<file path="src/rtl/timer_a_ccm.sv">
// Timer_A capture/compare channel: TAxCCTLn/TAxCCRn registers, edge capture through an
// input synchroniser, TAR compare, OUTn output unit and CCIFG/COV flag handling.
module timer_a_ccm #(
    parameter int CCM_INDEX   = 0,
    parameter int SYNC_STAGES = 2
) (
    input  logic        MCLK,
    input  logic        reset,
    input  logic        TAtick,
    input  logic [15:0] TAR,
    input  logic        EQU0,
    input  logic        CCIxA,
    input  logic        CCIxB,
    input  logic        CCTLwr,
    input  logic        CCRwr,
    input  logic [15:0] MDB_in,
    input  logic        CCIFGclr,
    output logic [15:0] CCTL,
    output logic [15:0] CCR,
    output logic        wCCIFG,
    output logic        wCCIE,
    output logic        EQU,
    output logic        OUTn
);

    typedef enum logic [2:0] {
        OM_BITS    = 3'd0,
        OM_SET     = 3'd1,
        OM_TOG_RST = 3'd2,
        OM_SET_RST = 3'd3,
        OM_TOG     = 3'd4,
        OM_RST     = 3'd5,
        OM_TOG_SET = 3'd6,
        OM_RST_SET = 3'd7
    } outmod_e;

    logic [1:0]             cm_q, cm_d;
    logic [1:0]             ccis_sel_q, ccis_sel_d;
    logic                   scs_q, scs_d;
    logic                   scci_q, scci_d;
    logic                   cap_q, cap_d;
    outmod_e                outmod_q, outmod_d;
    logic                   ccie_q, ccie_d;
    logic                   out_q, out_d;
    logic                   cov_q, cov_d;
    logic                   ccifg_q, ccifg_d;
    logic [15:0]            ccr_q, ccr_d;
    logic                   pending_q, pending_d;
    logic [SYNC_STAGES-1:0] sync_q;
    logic                   ccis_prev_q;

    logic cci_src;
    logic ccis;
    logic rise;
    logic fall;
    logic edge_hit;
    logic cfg_change;
    logic capture;
    logic equ;
    logic equ0;
    logic hw_set;
    logic out_hit;
    logic out_hw;
    logic unused_bits;

    // Read-only CCTL bits are never loaded; channel 0 derives EQU0 from its own compare.
    assign unused_bits = ^{MDB_in[10:9], MDB_in[3], EQU0};

    always_comb begin
        case (ccis_sel_q)
            2'd0:    cci_src = CCIxA;
            2'd1:    cci_src = CCIxB;
            2'd2:    cci_src = 1'b0;
            default: cci_src = 1'b1;
        endcase
    end

    assign ccis = sync_q[SYNC_STAGES-1];
    assign rise = ccis & ~ccis_prev_q;
    assign fall = ~ccis & ccis_prev_q;

    always_comb begin
        case (cm_q)
            2'd0:    edge_hit = 1'b0;
            2'd1:    edge_hit = rise;
            2'd2:    edge_hit = fall;
            default: edge_hit = rise | fall;
        endcase
    end

    // Switching mode or input source discards any capture still waiting for a tick.
    assign cfg_change = CCTLwr & ((MDB_in[8] != cap_q) | (MDB_in[13:12] != ccis_sel_q));
    assign capture    = cap_q & ((edge_hit & ~scs_q) | (pending_q & TAtick));
    assign equ        = ~reset & ~cap_q & TAtick & (TAR == ccr_q);
    assign equ0       = (CCM_INDEX == 0) ? equ : EQU0;
    assign hw_set     = capture | equ;

    // EQU is tested first in every mode, so it wins when both compare pulses coincide.
    always_comb begin
        out_hit = 1'b0;
        out_hw  = out_q;
        case (outmod_q)
            OM_SET: begin
                if (equ) begin out_hit = 1'b1; out_hw = 1'b1; end
            end
            OM_TOG_RST: begin
                if (equ)       begin out_hit = 1'b1; out_hw = ~out_q; end
                else if (equ0) begin out_hit = 1'b1; out_hw = 1'b0;   end
            end
            OM_SET_RST: begin
                if (equ)       begin out_hit = 1'b1; out_hw = 1'b1; end
                else if (equ0) begin out_hit = 1'b1; out_hw = 1'b0; end
            end
            OM_TOG: begin
                if (equ) begin out_hit = 1'b1; out_hw = ~out_q; end
            end
            OM_RST: begin
                if (equ) begin out_hit = 1'b1; out_hw = 1'b0; end
            end
            OM_TOG_SET: begin
                if (equ)       begin out_hit = 1'b1; out_hw = ~out_q; end
                else if (equ0) begin out_hit = 1'b1; out_hw = 1'b1;   end
            end
            OM_RST_SET: begin
                if (equ)       begin out_hit = 1'b1; out_hw = 1'b0; end
                else if (equ0) begin out_hit = 1'b1; out_hw = 1'b1; end
            end
            default: ;
        endcase
    end

    // NOTE: later assignments override earlier ones, which encodes hw set > clear > bus write.
    always_comb begin
        cm_d       = cm_q;
        ccis_sel_d = ccis_sel_q;
        scs_d      = scs_q;
        scci_d     = scci_q;
        cap_d      = cap_q;
        outmod_d   = outmod_q;
        ccie_d     = ccie_q;
        out_d      = out_q;
        cov_d      = cov_q;
        ccifg_d    = ccifg_q;
        ccr_d      = ccr_q;
        pending_d  = pending_q;

        if (CCTLwr) begin
            cm_d       = MDB_in[15:14];
            ccis_sel_d = MDB_in[13:12];
            scs_d      = MDB_in[11];
            cap_d      = MDB_in[8];
            outmod_d   = outmod_e'(MDB_in[7:5]);
            ccie_d     = MDB_in[4];
            out_d      = MDB_in[2];
            cov_d      = MDB_in[1];
            ccifg_d    = MDB_in[0];
        end
        if (CCIFGclr) ccifg_d = 1'b0;
        if (hw_set) begin
            ccifg_d = 1'b1;
            scci_d  = ccis;
        end
        if (capture & ccifg_q) cov_d = 1'b1;
        if (out_hit) out_d = out_hw;

        if (capture)    ccr_d = TAR;
        else if (CCRwr) ccr_d = MDB_in;

        if (pending_q & TAtick)         pending_d = 1'b0;
        if (cap_q & scs_q & edge_hit)   pending_d = 1'b1;
        if (cfg_change)                 pending_d = 1'b0;
    end

    always_ff @(posedge MCLK or posedge reset) begin
        if (reset) begin
            cm_d_reset_block: begin
                cm_q        <= 2'd0;
                ccis_sel_q  <= 2'd0;
                scs_q       <= 1'b0;
                scci_q      <= 1'b0;
                cap_q       <= 1'b0;
                outmod_q    <= OM_BITS;
                ccie_q      <= 1'b0;
                out_q       <= 1'b0;
                cov_q       <= 1'b0;
                ccifg_q     <= 1'b0;
                ccr_q       <= 16'h0000;
                pending_q   <= 1'b0;
                sync_q      <= '0;
                ccis_prev_q <= 1'b0;
            end
        end else begin
            cm_q        <= cm_d;
            ccis_sel_q  <= ccis_sel_d;
            scs_q       <= scs_d;
            scci_q      <= scci_d;
            cap_q       <= cap_d;
            outmod_q    <= outmod_d;
            ccie_q      <= ccie_d;
            out_q       <= out_d;
            cov_q       <= cov_d;
            ccifg_q     <= ccifg_d;
            ccr_q       <= ccr_d;
            pending_q   <= pending_d;
            sync_q      <= {sync_q[SYNC_STAGES-2:0], cci_src};
            ccis_prev_q <= ccis;
        end
    end

    assign CCTL   = {cm_q, ccis_sel_q, scs_q, scci_q, 1'b0, cap_q, outmod_q,
                     ccie_q, ccis, out_q, cov_q, ccifg_q};
    assign CCR    = ccr_q;
    assign wCCIFG = ccifg_q;
    assign wCCIE  = ccie_q;
    assign EQU    = equ;
    assign OUTn   = out_q;

endmodule

</file>
<file path="config.mk">
export PLATFORM = sky130hd
export DESIGN_NAME = timer_a_ccm
export DESIGN_NICKNAME = d
export VERILOG_FILES = /design/src/rtl/timer_a_ccm.sv
export SDC_FILE = /design/constraint.sdc
export NUM_CORES = 1
export LEC_CHECK = 0
export CORE_AREA = 8 8 75 77
export DETAILED_ROUTE_END_ITERATION = 16
export DIE_AREA = 0 0 83 85
export PLACE_DENSITY = 0.77
export SYNTH_ARGS = -nofsm -noshare
export SYNTH_HDL_FRONTEND = slang
export SYNTH_SLANG_ARGS = --single-unit
</file>
<file path="constraint.sdc">
create_clock -name MCLK -period 1.93 [get_ports MCLK]
set_input_delay 0.386 -clock MCLK [delete_from_list [all_inputs] [get_ports MCLK]]
set_output_delay 0.386 -clock MCLK [all_outputs]
set_load 0.02 [all_outputs]
</file>
==> metrics.md <==
| Metric | Value |
|---|---|
| Synthesized flop and latch total | `34` |
| GPL Wtd Cong | `approximately 0.75` |
| Post-Synth XOR/XNOR Area | `0.09255` |
| Die Ht | `85 um` |
| Post-DP HPWL | `about 4.0 mm` |
| Worst Hold Class | `reg2reg` |
| Die area | `about 0.0071 sq mm` |
| Antenna Cells | `0` |
| CTS root buf | `clkbuf_8` |
| Largest family of logic cells by synthesized area | `multiplexers` |
| Worst Slack Setup Final | `-0.3115 ns` |
| Fraction of synthesized area in multiplexers | `0.1747` |
| Most frequent cells in the layout | `61 x clkdlybuf4s50_1, 31 x dfrtp_1, 25 x buf_4, 19 x mux2i_1, 19 x nor2_1` |
| Min cycle time layout | `between 2 and 2.5 ns` |
| Total vias in the final route | `roughly 1600` |
| Failing checks | `setup timing` |
| RSZ-0062 raised after global routing | `yes` |
| Most common cell after layout, fill and taps aside | `clkdlybuf4s50_1` |
| Post-DRT Antenna Nets | `0` |
| CTS tree | `done` |
| Total Nets Final | `between 300 and 400` |
| Fmax | `between 0.4 and 0.5 GHz` |
| Clock Pin Slew Worst Setup and Hold Paths | `0.07 ns` |
| Global-route usage over all layers | `0.1449` |
| Core Area | `between 0.004 and 0.005 sq mm` |
| Mapped cell area | `around 0.0018 sq mm` |
| # clock sinks | `34` |
| Post-Synth Simple-Gate Area | `0.09603` |
| # IOs | `77` |
| WL/cell | `15.84 um` |
| Kind of end point of the critical path | `output port` |
| Slowest stage delay, CP | `0.50 ns` |
| Number of port buffers | `74` |
| H-tree Lvls | `2` |
| Final Hold Vio Count | `0` |
| Status | `finished with violations` |
| Post-Route WL | `~5 mm` |
| Largest net degree at the start of global routing | `34` |
| Peak supply drop | `around 0.00050 V` |
| Worst Path Required | `1.54 ns` |
| Global-route wire length before repair | `approximately 8.3 mm` |
| Antenna violations before repair | `0` |
| Max Cap Violations | `0` |
| Post-Synth Adder-Cell Area | `0.01392` |
| Static Leak | `1.273 nW` |
| Initial core utilization | `0.3964` |
| CP startpoint kind | `input port` |
| Die width | `slightly above 80 um` |
| Post-Syn Instances | `171` |
| Num CTS Buffers | `5` |
| Area growth syn-to-layout | `60.40%` |
| CP Cell Sequence | `clkdlybuf4s50_1, xnor2_1, nand3_1, or3_4, inv_4, buf_6` |
| Maximum fanout along the worst path | `3` |
| GRT overflow | `0` |
| Pwr Total | `2.538 mW` |
| Clk buf depth | `2` |
| Vias in the first global route | `between 1500 and 2000` |
| Final setup viols | `1` |
| Cell area power density | `between 800 and 900 mW/mm^2` |
| Avg Inst Size Synth | `10.51 sq um` |
| Clk Latency, worst-skew pair | `roughly 0.28 ns` |
| Clock skew | `roughly 0.0084 ns` |
| 1st-pass router iterations | `4` |
| Kind of critical path | `in2out` |
| Post-synthesis compound-gate area fraction | `0.08420` |
| Synth cell types | `31` |
| Max-slew violation count | `0` |
| Worst hold margin | `around 0.36 ns` |
| Site row count | `25` |
| Vias per cell | `slightly below 5` |
| Synth Warn # | `0` |
| Final Cycle Share | `1.161` |
| Arr. time, crit path | `~1.9 ns` |
| DRC Markers | `0` |
| Register area share after synthesis | `0.4732` |
| Syn Nets | `approximately 210` |
| Share of layout cells above drive strength 1 | `0.2159` |
| Initial DRC Count | `57` |
| Worst path slowest cell | `clkdlybuf4s50_1` |
per-layer routing:
metal,track usage,routed length (um),vias up
li1,-,-,764
met1,0.1788,2207,759
met2,0.2306,2459,50
met3,0.05747,334,4
met4,0.03355,34,0
met5,0,0,-
cell families (layout without fill, tap and decap cells):
family / count (synthesis) / in the layout
AOI/OAI and AO/OA: 27 / 27
xor gates and xnor gates: 19 / 19
adders and majority gates: 2 / 2
buffers and inverters: 21 / 114
DFF: 34 / 34
muxes: 30 / 30
other: 1 / 1
and+or+nand+nor: 37 / 37
report_power, final:
part	internal [mW]	total [mW]	switching, mW
clock	0.386	0.635	0.248
combinational	0.526	0.974	0.448
sequential	0.835	0.930	0.0952
total	1.75	2.54	0.791
what timing repair did:
action	CTS	global route
setup endpoints to repair	4	9
setup buffers	3	2
gates resized for setup	22	5
pin swaps	9	4
hold buffers	0	0
path summary, 6_finish.rpt:
check                                    start                    end  slack [ns]  cells after the start
min                        sync_q[0]$_DFF_PP0_    sync_q[1]$_DFF_PP0_        0.36                      0
max                                     TAR[4]                    EQU       -0.31                      6
max in group asynchronous                reset    CCR[12]$_DFFE_PP0P_        1.15                      3
max reg2reg                CCR[12]$_DFFE_PP0P_     scci_q$_DFFE_PP0P_        0.06                      7
min reg2reg                sync_q[0]$_DFF_PP0_    sync_q[1]$_DFF_PP0_        0.36                      0
min in group asynchronous                reset  pending_q$_DFFE_PP0P_        0.48                      3
flip-flops by register name, summed over array words and instances (netlist names), 2 cells and up:
register / count
cm_q: 2
outmod_q: 3
sync_q: 2
ccis_sel_q: 2
CCR: 16
cell usage after synthesis:
master / instances / area [sq um]
dfrtp_1: 34 / 850.8
mux2i_1: 19 / 190.2
nor2_1: 19 / 71.32
a21oi_1: 17 / 85.08
xor2_1: 12 / 105.1
mux2_2: 11 / 123.9
buf_4: 9 / 67.56
xnor2_1: 7 / 61.31
inv_1: 6 / 22.52
nand2_1: 6 / 22.52
clkbuf_1: 4 / 15.01
nor4_1: 3 / 18.77
o21ai_0: 3 / 15.01
ha_1: 2 / 25.02
nand3_1: 2 / 10.01
o31ai_1: 2 / 15.01
a2bb2oi_1: 1 / 8.760
a32oi_1: 1 / 8.760
buf_1: 1 / 3.750
buf_2: 1 / 5.000
conb_1: 1 / 3.750
nand3b_1: 1 / 7.510
nand4_1: 1 / 6.260
nor2b_1: 1 / 6.260
nor3_1: 1 / 5.000
nor4bb_1: 1 / 10.01
o21ai_1: 1 / 5.000
o21bai_1: 1 / 7.510
o22ai_1: 1 / 6.260
or3_2: 1 / 7.510
or4_1: 1 / 7.510
worst max-delay path: cells and delay by family:
kind | cells | cell delay [ns]
xor gates and xnor gates | 1 | 0.15
and+or+nand+nor | 2 | 0.66
buffers and inverters | 3 | 0.66
stage by stage:
stage,utilization,std cells,setup WS [ns],instance area (sq um),setup TNS (ns)
floorplan,-,171,0.06138,1808,0
global placement,0.6000,308,-1.011,2721,-2.272
detailed placement,0.6000,308,-1.055,2721,-2.572
CTS,0.6270,317,-0.3286,2844,-0.3899
global route,0.6359,318,-0.3960,2884,-0.4864
finish,0.6359,318,-0.3115,2884,-0.3115
cell type report:
type	instances	area, sq um
flip-flops and latches	34	854.6
clock buffers	7	76.32
multi-input cells	116	895.9
well taps	54	67.56
inverters	6	25.02
clock inverters	1	30.03
repair buffers	100	934.6
fillers	381	1652
No activity file was read; power rests on OpenSTA's default activity.
